File: config.mk
export PLATFORM = sky130hd
export DESIGN_NAME = dsp_mac_pipe
export DESIGN_NICKNAME = d
export VERILOG_FILES = /design/src/rtl/dsp_mac_pipe.sv
export SDC_FILE = /design/constraint.sdc
export NUM_CORES = 1
export LEC_CHECK = 0
export CORE_UTILIZATION = 51
export DETAILED_ROUTE_END_ITERATION = 6
export PLACE_DENSITY_LB_ADDON = 0.08
export REMOVE_ABC_BUFFERS = 1
export SLEW_MARGIN = 30
export SYNTH_ARGS = -nofsm -noshare
export SYNTH_HDL_FRONTEND = slang
export SYNTH_SLANG_ARGS = --single-unit
File: constraint.sdc
create_clock -name CLK -period 4.9 [get_ports CLK]
set_input_delay 0.735 -clock CLK [delete_from_list [all_inputs] [get_ports CLK]]
set_output_delay 0.735 -clock CLK [all_outputs]
set_load 0.01 [all_outputs]
File: src/rtl/dsp_mac_pipe.sv
// dsp_mac_pipe: four-stage multiply-accumulate with add/sub, saturation
// and rounding right shift behind a valid/ready stream.
module dsp_mac_pipe #(
  parameter int A_W      = 8,
  parameter int B_W      = 8,
  parameter int ACC_W    = 24,
  parameter int SH_W     = 4,
  parameter int SIGNED   = 1,
  parameter int SATURATE = 1,
  parameter int ROUND    = 1
) (
  input  logic             CLK,
  input  logic             a_RST,
  input  logic             in_valid,
  output logic             in_ready,
  input  logic [A_W-1:0]   A,
  input  logic [B_W-1:0]   B,
  input  logic [ACC_W-1:0] C,
  input  logic [1:0]       OP,
  input  logic             CLR,
  input  logic [SH_W-1:0]  SH,
  output logic             out_valid,
  input  logic             out_ready,
  output logic [ACC_W-1:0] O,
  output logic             OVF
);

  localparam int  P_W = A_W + B_W;
  localparam int  X_W = ACC_W + 2;
  localparam bit  SG  = (SIGNED != 0);
  localparam bit  SAT = (SATURATE != 0);
  localparam bit  RND = (ROUND != 0);

  typedef struct packed {
    logic             v;
    logic [A_W-1:0]   a;
    logic [B_W-1:0]   b;
    logic [ACC_W-1:0] c;
    logic [1:0]       op;
    logic             clr;
    logic [SH_W-1:0]  sh;
  } s1_t;

  typedef struct packed {
    logic             v;
    logic [ACC_W-1:0] p;
    logic [ACC_W-1:0] c;
    logic [1:0]       op;
    logic             clr;
    logic [SH_W-1:0]  sh;
  } s2_t;

  s1_t s1;
  s2_t s2;
  logic             v3;
  logic [SH_W-1:0]  sh3;
  logic [ACC_W-1:0] acc;
  logic             ovf_q;
  logic             v4;
  logic [ACC_W-1:0] o_q;

  logic adv;
  assign adv       = ~(v4 & ~out_ready);
  assign in_ready  = adv;
  assign out_valid = v4;
  assign O         = o_q;
  assign OVF       = ovf_q;

  logic [P_W-1:0] pp;
  generate
    if (SG) begin : g_smul
      assign pp = $signed(s1.a) * $signed(s1.b);
    end else begin : g_umul
      assign pp = s1.a * s1.b;
    end
  endgenerate

  logic [ACC_W-1:0] p_ext;
  assign p_ext = {{(ACC_W-P_W){SG & pp[P_W-1]}}, pp};

  logic [ACC_W-1:0] lhs, rhs;
  logic [X_W-1:0]   lx, rx, res;
  logic             ov_now;
  logic [ACC_W-1:0] res_q;

  always_comb begin
    lhs = s2.op[1] ? (s2.clr ? '0 : acc) : s2.p;
    rhs = s2.op[1] ? s2.p : s2.c;
    lx  = {{2{SG & lhs[ACC_W-1]}}, lhs};
    rx  = {{2{SG & rhs[ACC_W-1]}}, rhs};
    res = s2.op[0] ? (lx - rx) : (lx + rx);
    if (SG)
      ov_now = ~((res[X_W-1] == res[ACC_W]) &&
                 (res[ACC_W] == res[ACC_W-1]));
    else
      ov_now = res[X_W-1] | res[ACC_W];
    res_q = res[ACC_W-1:0];
    if (SAT && ov_now) begin
      if (SG)
        res_q = res[X_W-1] ? {1'b1, {(ACC_W-1){1'b0}}}
                           : {1'b0, {(ACC_W-1){1'b1}}};
      else
        res_q = res[X_W-1] ? '0 : '1;
    end
  end

  // Half-LSB bias: (1<<s)>>1 is zero for s=0, so no special case.
  logic [ACC_W:0]        one_w, rnd, r;
  logic signed [ACC_W:0] rs;
  logic [ACC_W:0]        ars, lrs, shd;

  always_comb begin
    one_w = {{ACC_W{1'b0}}, 1'b1};
    rnd   = RND ? ((one_w << sh3) >> 1) : '0;
    r     = {SG & acc[ACC_W-1], acc} + rnd;
    rs    = r;
    ars   = rs >>> sh3;
    lrs   = r >> sh3;
    shd   = SG ? ars : lrs;
  end

  always_ff @(posedge CLK or posedge a_RST) begin
    if (a_RST) begin
      s1    <= '0;
      s2    <= '0;
      v3    <= 1'b0;
      sh3   <= '0;
      acc   <= '0;
      ovf_q <= 1'b0;
      v4    <= 1'b0;
      o_q   <= '0;
    end else if (adv) begin
      s1.v   <= in_valid;
      s1.a   <= A;
      s1.b   <= B;
      s1.c   <= C;
      s1.op  <= OP;
      s1.clr <= CLR;
      s1.sh  <= SH;

      s2.v   <= s1.v;
      s2.p   <= p_ext;
      s2.c   <= s1.c;
      s2.op  <= s1.op;
      s2.clr <= s1.clr;
      s2.sh  <= s1.sh;

      v3  <= s2.v;
      sh3 <= s2.sh;
      if (s2.v) begin
        acc   <= res_q;
        ovf_q <= s2.clr ? ov_now : (ovf_q | ov_now);
      end

      v4 <= v3;
      if (v3)
        o_q <= shd[ACC_W-1:0];
    end
  end

endmodule

=== Word-level counts from Yosys, hierarchy flattened ===
Index checks and enable logic that the tools add are counted.

* Flip-flop bits (word level): 151
* Input port bits: 51
* Output and inout port bits: 27
* Logic and storage cells: 42

* Add/subtract/negate cells: 3
* Multiply operators: 1
* Eq/ne operators: 2
* Shift operators: 2
* Muxes and demuxes: 7
* Bitwise operators: 5
* Reduce and logical (&&, ||, !) cells: 3

{| class="wikitable"
|+ Operators by type and width
! cell !! count
|-
| $mux W24 || 5
|-
| $mux W26 || 1
|-
| $add A24 B24 Y25 || 1
|-
| $add A25 B24 Y25 || 1
|-
| $shl A1 B4 Y25 const A || 1
|-
| $sshr A25 B4 Y24 || 1
|-
| $sub A24 B24 Y25 || 1
|-
| $mul A8 B8 Y16 || 1
|-
| $reduce_and A2 Y1 || 2
|-
| $not A1 Y1 || 3
|-
| $eq A1 B1 Y1 || 2
|-
| $and A1 B1 Y1 || 1
|-
| $logic_and A1 B1 Y1 || 1
|-
| $mux W1 || 1
|-
| $or A1 B1 Y1 || 1
|}

=== Logic depth before layout (Yosys ltp) ===
* Depth after elaboration: 9
* Gate-level depth with buffers: 22
* Gate-level depth less buffers: 19

=== Worst setup path after synthesis ===
No wires, ideal clock.

* Path kind: register to register
* Start point: register s2[6] in the netlist's numbering
* End point: register acc[14]
* Library setup time: 0.124 ns
* Data arrival time: 5.253 ns
* Data required time: 4.776 ns
* Slack: -0.477 ns
* Stages on the path, launching flop included: 22
* Buffers on the path: 6
* Period minus slack after synthesis: 5.377 ns
* Cells stage by stage: dfrtp_1 buf_2 clkbuf_1 clkbuf_1 buf_1 buf_1 mux2i_1 ha_1 o2111a_1 a31oi_1 xor2_1 ha_1 a21oi_1 a21oi_1 o41ai_1 a211oi_1 nor4_1 o21bai_1 xor2_2 buf_2 a211oi_1 a211o_1

* Cells in the longest elaborated chain, start to end: 6
* Elaborated cells between the ends (all ways): 10
* Classes of those cells: add/sub (2); eq/ne (2); mux (5); reduce/logical (1)

{| class="wikitable"
|+ RTL lines
! item !! line !! text
|-
| start, declared || 54 || <nowiki>s2_t s2;</nowiki>
|-
| $mux W24 (on tied branches) || 87, 88 ||
|-
| $add A24 B24 Y25 or $sub A24 B24 Y25 (tied branches) || 91 || <nowiki>res = s2.op[0] ? (lx - rx) : (lx + rx);</nowiki>
|-
| $mux W26 (*) || 91 ||
|-
| $eq A1 B1 Y1 (on tied branches) || 93, 94 ||
|-
| $logic_and A1 B1 Y1 || 93 || <nowiki>ov_now = ~((res[X_W-1] == res[ACC_W]) &&</nowiki>
|-
| $mux W24 (*) || 98 || <nowiki>if (SAT && ov_now) begin</nowiki>
|-
| end signal, assigned || 151 || <nowiki>acc <= res_q;</nowiki>
|-
| end, declared || 57 || <nowiki>logic [ACC_W-1:0] acc;</nowiki>
|}

Every way passes the cells marked *; elsewhere a longest branch is shown, timed or not.
A chain may end at the register's enable or synchronous reset.

=== Final worst setup path ===
* Start point: register s2[11] in the netlist's numbering
* End point: register acc[1]

* Cells in the longest elaborated chain, start to end: 6
* Elaborated cells between the ends (all ways): 9
* Classes of those cells: add/sub (2); eq/ne (2); mux (4); reduce/logical (1)

{| class="wikitable"
|+ RTL lines
! item !! line !! text
|-
| $mux W24 (*) || 88 || <nowiki>rhs = s2.op[1] ? s2.p : s2.c;</nowiki>
|-
| $add A24 B24 Y25 or $sub A24 B24 Y25 (tied branches) || 91 ||
|-
| $mux W26 (*) || 91 ||
|-
| $eq A1 B1 Y1 (on tied branches) || 93, 94 ||
|-
| $logic_and A1 B1 Y1 || 93 ||
|-
| $mux W24 (*) || 98 ||
|}

Marks and branches as above.

==> flow_metrics.tcl <==
set metrics [dict create \
    crit_family "simple AND/OR/NAND/NOR gates" \
    cts_made_buffers 17 \
    yosysTopAreaCell "dfrtp_1" \
    nets 1797 \
    worst_pin_slew_ps 756 \
    drt_iter0_markers 639 \
    drv_cap 0 \
    path_buf_inv 1 \
    start_kind "register" \
    ys_seq_area_share_pct 29.2 \
    root_buffer "clkbuf_16" \
    clock_latency_ps 440 \
    critical_path.cell_chain "or3_4 -> or4_1 -> a211oi_2 -> buf_4 -> and2_4 -> a21oi_1 -> xor2_1 -> ha_1 -> or2_2 -> a21oi_1 -> a21oi_1 -> a21oi_1 -> a21oi_1 -> o211a_1 -> or3_4 -> maj3_1 -> mux2_2" \
    numPortBuffers 77 \
    critPathMaxFanout 4 \
    setup_slack_ps 256 \
    setup_viol 0 \
    initial_core_util_pct 52.6 \
    avgSynthCellArea_um2 8.39 \
    fin_skew_ps 11.1 \
    wl_per_cell_um 17.0 \
    ys_top_cells_by_area "dfrtp_1, nand2_1, fa_1" \
    cts_setup_buffers 0 \
    placed_cells 1925 \
    worstPathRequired_ps 5220 \
    grt_pass1_wl_mm 56.4 \
    diodes 0 \
    routed_wl_mm 33.2 \
    synth_ff_type "dfrtp_1" \
    multi_input_area_um2 8530 \
    ios 78 \
    syn2layout_area_growth_pct 15.7 \
    antenna_found_initial 0 \
    yosysTopAreaCellShare_pct 29.2 \
    crit_top_cell "a21oi_1" \
    vias_per_cell 5.66 \
    async_flop_share_pct 100 \
    fin_crit_sh_pct 94.8 \
    gr-total-overflow 0 \
    cts_sinks 151 \
    layout.cells.non_filler 1957 \
    htreeDepth 4 \
    grt_usage_pct 27.1 \
    hold_path.class "register to register" \
    cts_tree "yes" \
    grt_start_max_net_pins 79 \
    relSlewSlack_pct 49.6 \
    syn_inst 1544 \
    finalInstanceArea_um2 15000 \
    fp.dieW_um 161 \
    firstDrtPassIters 5 \
    place_area_um2 14300 \
    status "completed" \
    critPathKind "register to register" \
    critPathMaxStageDelay_ps 530 \
    place.gp.congestion 0.917 \
    pre_cts_ws_ps 24.7 \
    holdWs_ps 468 \
    clockBufferDepth 2 \
    vias 11100 \
    drive_gt1_share_pct 9.68 \
    hold_buffers 0 \
    fin_crit_ps 4640 \
    grt_pass1_vias 11000 \
    hold_viol_final 0 \
    die-area_um2 26000 \
    fmax_mhz 215 \
    synth_cell_types 82 \
    rows 57 \
    clkSlewWorstSetupHoldPaths_ps 80 \
    dp_hpwl_mm 25.3 \
    holdCritStartpoint "s1[26]$_DFFE_PP0N_" \
    crit_path_start "s2[11]$_DFFE_PP0N_" \
    slew_violations 0 \
    synth_edf_count 0 \
    core_area_um2 24600 \
    arrival_ps 4960 \
    synth_area_um2 13000 \
    regArea_um2 3780 \
    yosys_warnings 0 \
    drc_errors 0 \
    die_y_um 161 \
    ant_nets 0 \
    worstReg2RegStart "s2[11]$_DFFE_PP0N_" \
    fill_cells 2248 \
    endpoint_kind "register" \
    ys_ff_latch 151 \
    crit_slowest_cell "or4_1" \
]
-- kinds of logic (layout without fill, tap and decap cells) --
family	count (synthesis)	after routing	share of synthesized area, %
buffers and inverters	191	280	5.61
and+or+nand+nor	591	591	20.6
muxes	62	62	5.73
adders and majority gates	140	140	16.6
DFF	151	151	29.2
AOI/OAI and AO/OA	329	329	16.8
xor gates and xnor gates	80	80	5.53
-- stage by stage --
step,setup TNS [ps],util (%)
final,0,60.9
after floorplan,-449750,-
after CTS,0,60.7
after global placement,0,58.1
after detailed placement,0,58.2
after global routing,-4.39,60.9
-- state kept, by name, summed over array words and instances, names as in the netlist --
signal,cells
s2,48
s1,48
sh3,4
out_valid,1
acc,24
OVF,1
O,24
v3,1
-- timing repair --
action | in CTS | in global routing
endpoints found under the hold margin | 0 | 0
pin swaps | 0 | 2
endpoints found under the setup margin | 4 | 29
resized for setup | 1 | 20
-- layer usage --
| layer | global-route usage [%] | vias to the layer above | wire length, µm |
|---|---|---|---|
| li1 | - | 5431 | - |
| met1 | 38.0 | 5308 | 15900 |
| met2 | 44.0 | 284 | 15300 |
| met3 | 3.93 | 45 | 1490 |
| met4 | 6.86 | 0 | 509 |
| met5 | 0 | - | 0 |
-- area by class of cell --
type,instances,share of cell area [%]
repair buffers,135,8.21
inverters,113,2.88
flip-flops and latches,151,25.2
clock buffers,17,2.84
well taps,324,2.70
multi-input cells,1202,56.9
clock inverters,15,1.23
-- placed cells by master (no fill, tap or decap), drive strengths merged, types with 13 or more instances in the layout --
master / netlist / layout
xnor2: 47 / 47
nor3: 20 / 20
ha: 69 / 69
maj3: 14 / 14
a21oi: 88 / 88
clkbuf: 59 / 17
nor2b: 13 / 13
mux2: 17 / 17
xor2: 33 / 33
nor2: 78 / 78
nand3: 19 / 19
o21ai: 75 / 75
inv: 111 / 120
mux2i: 37 / 37
nand2: 340 / 340
clkdlybuf4s50: 0 / 77
a21o: 24 / 24
buf: 19 / 58
a211oi: 13 / 13
dfrtp: 151 / 151
a31oi: 17 / 17
and2: 49 / 49
fa: 57 / 57
-- worst reg2reg max path, delay by kind of cell (launching register included) --
family	cells	cell delay, ps
adder cells (fa/ha/maj)	2	680
XOR/XNOR	1	170
AND/OR/NAND/NOR	5	1820
flip-flops	1	400
multiplexers	1	260
AO/OA/AOI/OAI	7	1030
buffers and inverters	1	150
-- synthesized netlist by cell type (all sizes together) (10+ instances only) --
cell type  count
nor3          20
maj3          14
o21ai         75
buf           19
clkbuf        59
and2          49
fa            57
xor2          33
inv          111
o31ai         11
ha            69
a21oi         88
nand2b        10
nand3         19
a211oi        13
a22o          12
mux2          17
mux2i         37
nand2        340
o21a          12
nor2          78
nor2b         13
dfrtp        151
a21o          24
xnor2         47
a31oi         17
-- final timing paths --
| path | end | slack, ps | cells after the start |
|---|---|---|---|
| setup / recovery | acc[1]$_DFFE_PP0P_ | 260 | 17 |
| hold reg to reg | s1[26]$_DFFE_PP0N_ | 470 | 2 |
| min in group asynchronous | s2[8]$_DFFE_PP0N_ | 770 | 2 |
| setup reg to reg | acc[1]$_DFFE_PP0P_ | 260 | 17 |
| max in group asynchronous | acc[14]$_DFFE_PP0P_ | 3220 | 3 |
| hold / removal | s1[26]$_DFFE_PP0N_ | 470 | 2 |
Power is left out: the tool's default activity adds up to more than one toggle a clock period on the data nets, which glitch-free logic cannot reach.
